--- src/rtl/univ_shift_register_pkg.sv ---
// ============================================================================
// Module      : univ_shift_register_pkg
// Description : Shared constants for the universal shift register: manual
//               mode codes, burst FSM state encodings, burst direction codes.
// Revision    : 1.0 - initial release
// ============================================================================
`default_nettype none

package univ_shift_register_pkg;

  // Manual operation codes applied while the burst FSM is idle
  localparam logic [1:0] MODE_HOLD = 2'b00;
  localparam logic [1:0] MODE_SHR  = 2'b01;
  localparam logic [1:0] MODE_SHL  = 2'b10;
  localparam logic [1:0] MODE_LOAD = 2'b11;

  // Burst direction, latched on the start edge
  localparam logic DIR_R = 1'b0;  // LSB first on sh_out_r
  localparam logic DIR_L = 1'b1;  // MSB first on sh_out_l

  // Burst controller states
  typedef enum logic {
    ST_IDLE  = 1'b0,
    ST_SHIFT = 1'b1
  } state_t;

endpackage : univ_shift_register_pkg

`default_nettype wire

--- src/rtl/univ_shift_register_bit_counter.sv ---
// ============================================================================
// Module      : shreg_bit_counter
// Description : Loadable down-counter with clock enable and terminal-count
//               flag (count == 1). Tracks the remaining shifts of a burst.
// Revision    : 1.0 - initial release
// ============================================================================
`default_nettype none

module shreg_bit_counter #(
  parameter int CW = 4
) (
  input  logic          clk,
  input  logic          rst,       // asynchronous, active-low
  input  logic          en,
  input  logic          load,
  input  logic [CW-1:0] load_val,
  input  logic          dec,
  output logic          tc
);

  logic [CW-1:0] count;

  // Load takes priority over decrement; counting saturates at zero
  always_ff @(posedge clk or negedge rst) begin
    if (!rst) begin
      count <= '0;
    end else if (en) begin
      if (load) begin
        count <= load_val;
      end else if (dec && (count != '0)) begin
        count <= count - CW'(1);
      end
    end
  end

  // Terminal count: the edge that sees this flag performs the final shift
  assign tc = (count == CW'(1));

endmodule : shreg_bit_counter

`default_nettype wire

--- src/rtl/univ_shift_register.sv ---
// ============================================================================
// Module      : univ_shift_register
// Description : Parametrised universal shift register (hold / shift right /
//               shift left / parallel load) with clock enable, serial ports at
//               both ends and an automatic N-shift burst controller.
//               Optional macro SHREG_ROTATE_EN adds the 'rot' input, which
//               recirculates the shifted-out bit instead of the serial input.
// Revision    : 1.0 - initial release
// ============================================================================
`default_nettype none

module univ_shift_register
  import univ_shift_register_pkg::*;
#(
  parameter int N = 8
) (
  input  logic         clk,
  input  logic         rst,       // asynchronous, active-low
  input  logic         en,
  input  logic [1:0]   mode,
  input  logic         start,
  input  logic         dir,
  input  logic [N-1:0] d,
  input  logic         sh_in_r,
  input  logic         sh_in_l,
`ifdef SHREG_ROTATE_EN
  input  logic         rot,
`endif
  output logic [N-1:0] q,
  output logic         sh_out_r,
  output logic         sh_out_l,
  output logic         busy,
  output logic         done
);

  localparam int CW = $clog2(N + 1);

  state_t       state;
  logic         dir_lat;
  logic         rot_eff;
  logic         tc;
  logic         cnt_load;
  logic         cnt_dec;
  logic [N-1:0] shr_val;
  logic [N-1:0] shl_val;

`ifdef SHREG_ROTATE_EN
  assign rot_eff = rot;
`else
  assign rot_eff = 1'b0;
`endif

  // Next-value candidates for one-position shifts; rotation feeds back the
  // bit that leaves the opposite end
  assign shr_val = {(rot_eff ? q[0]   : sh_in_r), q[N-1:1]};
  assign shl_val = {q[N-2:0], (rot_eff ? q[N-1] : sh_in_l)};

  assign sh_out_r = q[0];
  assign sh_out_l = q[N-1];

  assign cnt_load = (state == ST_IDLE) && start;
  assign cnt_dec  = (state == ST_SHIFT);

  shreg_bit_counter #(
    .CW (CW)
  ) u_bit_counter (
    .clk      (clk),
    .rst      (rst),
    .en       (en),
    .load     (cnt_load),
    .load_val (CW'(N)),
    .dec      (cnt_dec),
    .tc       (tc)
  );

  // Burst FSM and datapath: start preempts manual mode in IDLE, manual
  // inputs are ignored while a burst is shifting
  always_ff @(posedge clk or negedge rst) begin
    if (!rst) begin
      state   <= ST_IDLE;
      q       <= '0;
      busy    <= 1'b0;
      done    <= 1'b0;
      dir_lat <= DIR_R;
    end else if (en) begin
      done <= 1'b0;
      case (state)
        ST_IDLE: begin
          if (start) begin
            q       <= d;
            dir_lat <= dir;
            busy    <= 1'b1;
            state   <= ST_SHIFT;
          end else begin
            case (mode)
              MODE_SHR:  q <= shr_val;
              MODE_SHL:  q <= shl_val;
              MODE_LOAD: q <= d;
              default:   q <= q;
            endcase
          end
        end
        ST_SHIFT: begin
          q <= (dir_lat == DIR_L) ? shl_val : shr_val;
          if (tc) begin
            busy  <= 1'b0;
            done  <= 1'b1;
            state <= ST_IDLE;
          end
        end
        default: state <= ST_IDLE;
      endcase
    end
  end

endmodule : univ_shift_register

`default_nettype wire
--- config.mk ---
export PLATFORM = sky130hd
export DESIGN_NAME = univ_shift_register
export DESIGN_NICKNAME = d
export VERILOG_FILES = /design/src/rtl/univ_shift_register_pkg.sv /design/src/rtl/univ_shift_register_bit_counter.sv /design/src/rtl/univ_shift_register.sv
export SDC_FILE = /design/constraint.sdc
export NUM_CORES = 1
export LEC_CHECK = 0
export ABC_AREA = 1
export CORE_UTILIZATION = 53
export DETAILED_ROUTE_END_ITERATION = 16
export GPL_ROUTABILITY_DRIVEN = 0
export PLACE_DENSITY_LB_ADDON = 0.12
export SYNTH_ARGS = -nofsm -noshare
export SYNTH_HDL_FRONTEND = slang
export SYNTH_SLANG_ARGS = --single-unit
export TNS_END_PERCENT = 5
--- constraint.sdc ---
create_clock -name clk -period 3.8 [get_ports clk]
set_clock_uncertainty 0.1 [all_clocks]
set_input_delay 0.95 -clock clk [delete_from_list [all_inputs] [get_ports clk]]
set_output_delay 0.95 -clock clk [all_outputs]
set_load 0.03 [all_outputs]
==> impl_summary.log <==
INFO  metric status = finished clean
INFO  metric io_pins = 29
INFO  metric max_slew.worst_pin.slew = 0.738 ns
INFO  metric p_leak = 0.669 nW
INFO  metric max_clock_freq = 396 MHz
INFO  metric tns = 0 ns
INFO  metric port_buffers = 28
INFO  metric fin_nets = 219
INFO  metric worst_hold_slack = 0.450 ns
INFO  metric initial_core_utilization = 0.566
INFO  metric via_count = 1,277
INFO  metric die_w = 50.6 um
INFO  metric numClockSinks = 16
INFO  metric wire_length_of_the_first_global_routing_pass = around 5.2 mm
INFO  metric first_global_vias = 1,215
INFO  metric placed_cells_incl_taps = between 200 and 250
INFO  metric synthesis.nets = between 150 and 200
INFO  metric family_with_the_most_delay_on_the_worst_path = buffers and inverters
INFO  metric max-clock-path-buffers = 2
INFO  metric yosys_register_bits = 16
INFO  metric postCtsHoldBufs = 0
INFO  metric core_region_area = 2210 sq um
INFO  metric ir_worst_vdd = between 0.0004 and 0.0005 V
INFO  metric count_of_unique_library_cells_instantiated_by_yosys = 22
INFO  metric dr.max_layer_used = met4
INFO  metric post_cts.resized_instances = 0
INFO  metric worst_hold_path_type = reg -> reg
INFO  metric fin_cells = 226
INFO  metric post_route_fraction_of_the_period_consumed_by_the_critical_path = 0.664
INFO  metric synth_top_area_frac = 0.320
INFO  metric wire_per_inst = 14.0 um
INFO  metric synthesis.area = between 1000 and 1500 sq um
INFO  metric syn-mean-instance-area = around 7 sq um
INFO  metric dr.pass1.iters = 4
INFO  metric route.detailed.drc = 0
INFO  metric yosys_warnings = 0
INFO  metric count_of_standard_cell_rows = 17
INFO  metric synth_cells = 178
INFO  metric worst_skew_pair.late_latency = 0.30 ns
INFO  metric cap_violations = 0
INFO  metric h-tree-depth = 1
INFO  metric cp_data_required_time = 2.75 ns
INFO  metric critical_path_peak_fanout = 6
INFO  metric critical_path.endpoint_type = output port
INFO  metric worst_path_max_delay_cell = clkdlybuf4s50_1
INFO  metric initial_antenna_violation_count = 0
INFO  metric timing_hold_violations_final = 0
INFO  metric maxSlewHeadroom = 0.507
INFO  metric finalWorstPathRequiredPeriod = 2.52 ns
INFO  metric clockRootBuffer = clkbuf_4
INFO  metric n_antenna_cell = 0
INFO  metric cts_tree = built
INFO  metric detail_route.iter0.violations = 53
INFO  metric yosysTopAreaCell = dfrtp_1
INFO  metric fillerInstances = a little under 200
INFO  metric post-layout-total-power = 1.15 mW
INFO  metric wl_met3 = 126 um
INFO  metric vias_per_cell = ~5.7
INFO  metric grtUsageTotal = 0.271
INFO  metric timing_max_transition_violations_final = 0
INFO  metric pwr_density_cell = 764 nW/um^2
INFO  metric routed_wl = 3.18 mm
INFO  metric critical_path_cell_by_cell = clkdlybuf4s50_1
INFO  metric timing.final.setup_violations = 0
INFO  metric final_antenna_net_count = 0
INFO  metric post_cts_setup_repair_buffer_count = 0
INFO  metric tritoncts.num_buffers = 3
INFO  metric yosys-top-cells-area = dfrtp_1, nand3_1, nand2_1
INFO  metric fraction_of_layout_cells_with_a_size_suffix_above_1 = 0.126
INFO  metric detailroute.wirelength.met2 = 1.60 mm
INFO  metric cp_slowest_stage_delay = ~0.7 ns
INFO  metric half_perimeter_wire_length_after_detailed_placement = 2.16 mm
INFO  metric overflow = 0
INFO  metric grt_setup_unrepaired = no
INFO  metric cts.clk_slew.worst_paths = 0.10 ns
INFO  metric design.die.area = 2560 sq um
INFO  metric ys_seq_area_frac = 0.320
INFO  metric critical_path_at = 1.47 ns
INFO  metric combined_buffer_and_inverter_count_along_the_critical_path = 1
INFO  metric die_height = 50.6 um
INFO  metric route.layer.met1.wl = roughly 1.4 mm
INFO  metric grt_start_max_net_pins = 21
INFO  metric startpoint_class_of_the_critical_path = flop
INFO  metric area.growth.synth_to_final = 20.6%
INFO  metric setup.worst_path.class = reg -> out
[registers in the layout, summed over array words and instances, names as in the netlist]
register             flops
busy                     1
cnt_dec                  1
dir_lat                  1
done                     1
q                        8
u_bit_counter.count      4
[metrics by stage]
stage          cell area [sq um]  setup WS, ns  utilization
5_1_grt                     1510          1.25        0.682
3_5_place_dp                1490          1.11        0.672
3_3_place_gp                1490          1.14        0.672
6_report                    1510          1.28        0.682
2_1_floorplan               1250          1.93            -
4_1_cts                     1510          1.28        0.682
[worst reg2reg max path: stages (launching register included)]
cell and delay [ns]:
dfrtp_1 0.69, inv_2 0.23, nand2_1 0.13, nand3_2 0.16, nand2_1 0.12, o21ai_1 0.08
[metal layers]
metal / up-vias / track usage
met4: 0 / 0.125
li1: 633 / -
met3: 7 / 0.0394
met2: 42 / 0.473
met5: - / 0
met1: 595 / 0.326
[cell families after synthesis]
logic type	after synthesis	synth area share
DFF	16	0.320
and+or+nand+nor	108	0.414
xor gates and xnor gates	1	0.00700
AOI/OAI and AO/OA	30	0.145
buffers and inverters	21	0.0940
adders and majority gates	2	0.0200
[layout by cell type (no fill, tap or decap)]
| cell | count |
|---|---|
| nor2_2 | 3 |
| nand3b_1 | 1 |
| dfrtp_1 | 16 |
| nand2_4 | 1 |
| inv_1 | 5 |
| o22ai_1 | 1 |
| nand2_1 | 31 |
| or2_1 | 1 |
| clkdlybuf4s50_1 | 28 |
| o21ai_1 | 3 |
| clkbuf_4 | 3 |
| a21oi_2 | 8 |
| a21oi_1 | 9 |
| o21ai_0 | 9 |
| nor2_1 | 26 |
| nor2_8 | 1 |
| xor2_1 | 1 |
| nand3_2 | 4 |
| nand3_1 | 40 |
| ha_1 | 2 |
| inv_2 | 5 |
[path summary, 6_finish.rpt]
kind	from	end	slack, ns	cells after the start
max	q[2]$_DFFE_PN0P_	q[2]	1.28	1
max reg2reg	cnt_dec$_DFFE_PN0P_	u_bit_counter.count[1]$_DFFE_PN0P_	2.18	5
max in group asynchronous	rst	q[7]$_DFFE_PN0P_	2.15	1
min	u_bit_counter.count[0]$_DFFE_PN0P_	u_bit_counter.count[0]$_DFFE_PN0P_	0.45	2
min reg2reg	u_bit_counter.count[0]$_DFFE_PN0P_	u_bit_counter.count[0]$_DFFE_PN0P_	0.45	2
min in group asynchronous	rst	q[0]$_DFFE_PN0P_	0.97	1
[power by group]
group,total [mW],internal [mW],switching [mW]
sequential,0.382,0.251,0.131
clock,0.0937,0.0370,0.0567
combinational,0.677,0.277,0.400
total,1.15,0.565,0.588
[layout make-up]
class,instances,area [sq um],share of cell area
well taps,28,35.0,0.0232
clock buffers,3,22.5,0.0149
inverters,10,37.5,0.0249
flip-flops and latches,16,400,0.265
multi-input cells,141,733,0.486
repair buffers,28,280,0.186
[synth_stat cells]
| library cell | instances |
|---|---|
| nor2_8 | 1 |
| nor2_1 | 26 |
| nand2_4 | 1 |
| a21oi_2 | 8 |
| dfrtp_1 | 16 |
| o22ai_1 | 1 |
| nand2_1 | 31 |
| o21ai_0 | 9 |
| nand3_2 | 4 |
| buf_6 | 2 |
| o21ai_1 | 3 |
| nand3b_1 | 1 |
| or2_1 | 1 |
| buf_4 | 5 |
| ha_1 | 2 |
| inv_2 | 5 |
| nor2_2 | 3 |
| nand3_1 | 40 |
| a21oi_1 | 9 |
| buf_2 | 4 |
| inv_1 | 5 |
| xor2_1 | 1 |
Power figures use the tool's default switching activity.
